**src/rtl/subtree_dispatch.sv**
```systemverilog
// Distributes parent command beats to one child lane (unicast) or all lanes (broadcast),
// keeping a saturating per-child delivery counter readable by index.
module subtree_dispatch #(
  parameter int N_CHILD = 5,
  parameter int DW      = 32,
  parameter int IDW     = 3,
  parameter int CNT_W   = 16
) (
  input  logic               clk,
  input  logic               rst,
  input  logic               in_valid,
  output logic               in_ready,
  input  logic [IDW-1:0]     in_dest,
  input  logic [DW-1:0]      in_data,
  output logic [N_CHILD-1:0] out_valid,
  input  logic [N_CHILD-1:0] out_ready,
  output logic [DW-1:0]      out_data,
  output logic               busy,
  output logic               err_pulse,
  input  logic [IDW-1:0]     cnt_sel,
  output logic [CNT_W-1:0]   cnt_value
);

  if (N_CHILD < 1 || N_CHILD > (2**IDW) - 1) begin : g_bad_n_child
    $error("subtree_dispatch: N_CHILD must be in 1..2**IDW-1");
  end

  typedef enum logic [1:0] {IDLE, UNI, BCAST, ERR} state_t;

  localparam logic [IDW-1:0] BCAST_ID = '1;

  function automatic logic [CNT_W-1:0] sat_inc(input logic [CNT_W-1:0] v);
    return (v == '1) ? v : v + CNT_W'(1);
  endfunction

  state_t             state, state_nxt;
  logic [N_CHILD-1:0] mask_nxt;
  logic [DW-1:0]      data_nxt;
  logic               err_nxt;
  logic [N_CHILD-1:0] done;
  logic [CNT_W-1:0]   cnt [N_CHILD];

  assign in_ready = (state == IDLE);
  assign busy     = (state != IDLE);
  assign done     = out_valid & out_ready;

  // out_valid doubles as the pending mask: one-hot for unicast, all ones for broadcast
  always_ff @(posedge clk or posedge rst) begin
    if (rst) begin
      state     <= IDLE;
      out_valid <= '0;
      out_data  <= '0;
      err_pulse <= 1'b0;
    end else begin
      state     <= state_nxt;
      out_valid <= mask_nxt;
      out_data  <= data_nxt;
      err_pulse <= err_nxt;
    end
  end

  always_comb begin
    state_nxt = state;
    mask_nxt  = out_valid;
    data_nxt  = out_data;
    err_nxt   = 1'b0;
    case (state)
      IDLE: begin
        if (in_valid) begin
          data_nxt = in_data;
          if (in_dest < IDW'(N_CHILD)) begin
            state_nxt = UNI;
            mask_nxt  = N_CHILD'(1) << in_dest;
          end else if (in_dest == BCAST_ID) begin
            state_nxt = BCAST;
            mask_nxt  = '1;
          end else begin
            state_nxt = ERR;
            err_nxt   = 1'b1;
          end
        end
      end
      UNI, BCAST: begin
        mask_nxt = out_valid & ~out_ready;
        if (mask_nxt == '0) state_nxt = IDLE;
      end
      ERR:     state_nxt = IDLE;
      default: state_nxt = IDLE;
    endcase
  end

  always_ff @(posedge clk or posedge rst) begin
    if (rst) begin
      for (int i = 0; i < N_CHILD; i++) cnt[i] <= '0;
    end else begin
      for (int i = 0; i < N_CHILD; i++)
        if (done[i]) cnt[i] <= sat_inc(cnt[i]);
    end
  end

  always_comb begin
    cnt_value = '0;
    for (int i = 0; i < N_CHILD; i++)
      if (cnt_sel == IDW'(i)) cnt_value = cnt[i];
  end

endmodule
```
**config.mk**
```make
export PLATFORM = sky130hd
export DESIGN_NAME = subtree_dispatch
export DESIGN_NICKNAME = d
export VERILOG_FILES = /design/src/rtl/subtree_dispatch.sv
export SDC_FILE = /design/constraint.sdc
export NUM_CORES = 1
export LEC_CHECK = 0
export ABC_AREA = 0
export CORE_ASPECT_RATIO = 0.8
export CORE_MARGIN = 1
export CORE_UTILIZATION = 49
export DETAILED_ROUTE_END_ITERATION = 10
export PLACE_DENSITY_LB_ADDON = 0.1
export SLEW_MARGIN = 10
export SYNTH_ARGS = -nofsm -noshare
export SYNTH_HDL_FRONTEND = slang
export SYNTH_SLANG_ARGS = --single-unit
```
**constraint.sdc**
```tcl
create_clock -name clk -period 3.5 [get_ports clk]
set_input_delay 0.525 -clock clk [delete_from_list [all_inputs] [get_ports clk]]
set_output_delay 0.525 -clock clk [all_outputs]
set_load 0.01 [all_outputs]
```
==> key figures <==
Outcome
  – Status: finished, final reports clean

Global routing
  – GRT Util Overall: 0.254
  – Met2 usage: 0.390
  – Met1 usage: 0.351
  – Antenna violations before repair: 0
  – Largest net degree at the start of global routing: 77
  – Global routing usage on met3: 0.0700
  – First-pass GRT wire length: 25500 µm
  – Busiest grt layer: met2
  – Vias in the first global route: 4888
  – Total grt overflow: 0

Detailed routing
  – WL/cell: 17.7 µm
  – Detail Route Antenna Nets: 0
  – Initial drt markers: 377
  – Vias: 5035
  – DR vias/cell: 5.78
  – Final WL: 15500 µm
  – DRC: 0
  – Initial DRT Pass Iterations: 7

Logic synthesis
  – Cells after synthesis: 578
  – Synth Area in Adders: 0.0140
  – Post-synthesis sequential area ratio: 0.479
  – Post-synth design cell area: 6270 µm²
  – Ys async rst share: 1.00
  – Syn Nets: 631
  – Simple-gate area share of the yosys netlist: 0.189
  – Largest family of logic cells by synthesized area: simple AND/OR/NAND/NOR gates
  – Synth top area cells: dfrtp_1 (48%), mux2_2 (7.4%), xor2_1 (5.4%)
  – Top_reg_cell synth: dfrtp_1
  – Synth top area share: 0.479
  – Cell taking the most area after synthesis: dfrtp_1
  – Count of flip-flops with a built-in enable after synthesis: 0
  – Post-synth cell types: 52
  – Yosys warns: 0
  – Xor and xnor fraction of the mapped netlist area: 0.0908
  – Synth Register Bits: 120
  – Synth Area in Compound Gates: 0.0840
  – Mux cell area share after synthesis: 0.116
  – Syn_area_per_cell: 10.8 µm²

Worst setup path
  – Worst setup path class: input pin to output pin
  – Critical Path End Type: output pin
  – Max FO, Critical Path: 10
  – Worst r2r path cells: 4
  – CP Data Arrival Time: 2.75 ns
  – Worst setup SP type: input pin
  – Required @ worst endpoint: 2.97 ns

STA
  – Final-report hold violation count: 0
  – Post-route clock period utilization: 0.935
  – Min Tclk post-route: 3.27 ns
  – Least-Margin Pin Slew: 0.754 ns
  – Fin. max-slew vios: 0
  – Relative slew slack: 0.494
  – Min Hold Slack: 0.335 ns
  – Setup-failing EPs final: 0
  – RSZ-0062 raised after global routing: false
  – Fmax: 306 MHz
  – Setup TNS: 0 ns
  – Setup Skew: 0.0107 ns

Layout
  – Sequential cell area: 3000 µm²
  – Fillers: 1018
  – Ratio of cells with drive above 1 in the final layout: 0.153
  – Nets: 740
  – Final Core Density: 0.659
  – Area of the multi-input gates: 3100 µm²
  – Layout area overhead: 29.8%
  – ANT cells: 0

Pwr
  – Pwr Density: 686 nW/µm²
  – Worst VDD drop: 0.000478 V
  – Leak pwr: 3.50 nW

Placed design
  – Port-buffer cells: 101
  – Gpl congestion: 0.963
  – HPWL after detailed placement: 11300 µm

Die
  – Starting density of the core: 0.508
  – Die area: 13300 µm²
  – Row cnt: 36
  – Die height: 103 µm
  – Ports: 102
  – Core box area: 12300 µm²
  – Die Span X: 128 µm

Clock network
  – Clk pin slew, worst setup/hold paths: 0.06 ns
  – Hold Buf Count CTS: 0
  – Root Buffer: clkbuf_16
  – CTS H-Tree Depth: 4
  – CTS max path bufs: 2
  – Worst skew pair latency: 0.41 ns
  – CTS tree: built
  – Num CTS Buffers: 17
  – Clock sinks: 120

Hold path
  – Min-delay worst type: input pin to async pin

Job
  – Maxcap violations: 0
## kinds of logic (layout without fill, tap and decap cells)
| logic type | Yosys count | count (layout) |
|---|---|---|
| simple gates | 203 | 203 |
| flops | 120 | 120 |
| compound gates | 81 | 81 |
| xor+xnor | 65 | 65 |
| mux | 59 | 59 |
| buf+inv | 43 | 165 |
| fa+ha+maj | 7 | 7 |
## path summary, 6_finish.rpt
kind                                           from                        to  slack (ns)
min in group clk           out_data[12]$_DFFE_PP0P_  out_data[12]$_DFFE_PP0P_        0.50
max reg2reg                     cnt[69]$_DFFE_PP0P_       cnt[77]$_DFFE_PP0P_        1.45
min                                             rst   out_data[8]$_DFFE_PP0P_        0.34
max in group asynchronous                       rst  out_data[31]$_DFFE_PP0P_        2.45
max                                      cnt_sel[1]             cnt_value[15]        0.23
min reg2reg                out_data[12]$_DFFE_PP0P_  out_data[12]$_DFFE_PP0P_        0.50
## metrics by stage
stage | power, mW | area [µm²] | cells | setup WS, ns
6_report | 5.58 | 8140 | 871 | 0.227
3_3_place_gp | 3.70 | 7500 | 839 | 0.370
2_1_floorplan | 2.91 | 6270 | 578 | 1.44
5_1_grt | 5.88 | 8140 | 871 | 0.0486
3_5_place_dp | 3.75 | 7500 | 839 | 0.179
4_1_cts | 5.61 | 8140 | 871 | 0.180
## cells in the mapped netlist, types with 5 or more instances
library cell,count
mux2i_1,11
and4_1,7
mux2_2,41
dfrtp_1,120
nor2_1,29
a21oi_1,17
nand3_1,37
o21ai_0,13
buf_2,5
a22oi_1,9
xnor2_1,26
clkbuf_1,11
nor2b_1,5
xor2_1,39
nor4_1,11
inv_1,24
nand4_1,20
and3_1,12
mux4_2,7
nor3b_1,5
o22ai_1,14
nor3_1,19
nand2_1,29
ha_1,7
o211ai_1,11
## metal layers
metal	routed length (µm)	part of all wire	vias to the layer above
li1	-	-	2345
met4	229	0.015	0
met1	7080	0.46	2497
met5	0	0	-
met2	7060	0.46	175
met3	1090	0.070	18
## cell usage in the layout (no fill, tap or decap), types with 3 or more instances in the layout
master	synthesis	routed
a21oi_1	17	17
a22oi_1	9	9
a31oi_1	3	3
and2_1	3	3
and3_1	12	12
and4_1	7	7
buf_4	1	6
bufinv_16	0	3
clkbuf_16	0	17
clkbuf_8	0	3
clkdlybuf4s50_1	0	101
clkinv_4	0	3
clkinvlp_4	0	4
dfrtp_1	120	120
ha_1	7	7
inv_1	24	23
inv_6	0	3
mux2_2	41	41
mux2i_1	11	11
mux4_2	7	7
nand2_1	29	29
nand3_1	37	37
nand4_1	20	20
nor2_1	29	29
nor2b_1	5	4
nor3_1	19	19
nor3b_1	5	5
nor4_1	11	11
nor4_4	3	3
o211ai_1	11	11
o21a_1	4	4
o21ai_0	13	13
o22ai_1	14	14
or2_2	4	4
or3_1	4	4
xnor2_1	26	26
xor2_1	39	39
## registers in the layout, indices dropped and copies added (netlist names)
signal     flops
cnt           80
state          2
out_data      32
err_pulse      1
out_valid      5
## critical path, cell delays in order
cell,delay [ns]
clkdlybuf4s50_1,0.65
nor2b_1,0.60
a22oi_1,0.19
o22ai_1,0.21
clkdlybuf4s50_1,0.57
## where the power goes
part | switching (mW) | total [mW] | internal, mW | leakage, nW
clock | 0.659 | 1.85 | 1.19 | 0.300
combinational | 0.693 | 1.61 | 0.920 | 1.66
sequential | 0.372 | 2.12 | 1.75 | 1.54
total | 1.72 | 5.58 | 3.86 | 3.50
## area by class of cell
class | count | area share
multi-input cells | 415 | 0.381
flip-flops and latches | 120 | 0.369
well taps | 171 | 0.0263
inverters | 24 | 0.0115
clock inverters | 12 | 0.0203
repair buffers | 109 | 0.135
clock buffers | 20 | 0.0573
## what timing repair did
| action | CTS | global route |
|---|---|---|
| resized for setup | 0 | 1 |
| setup endpoints to repair | 0 | 2 |
| hold endpoints to repair | 0 | 0 |
| buffers inserted | 0 | 0 |
Note: power is estimated with default switching activity, not from simulation.
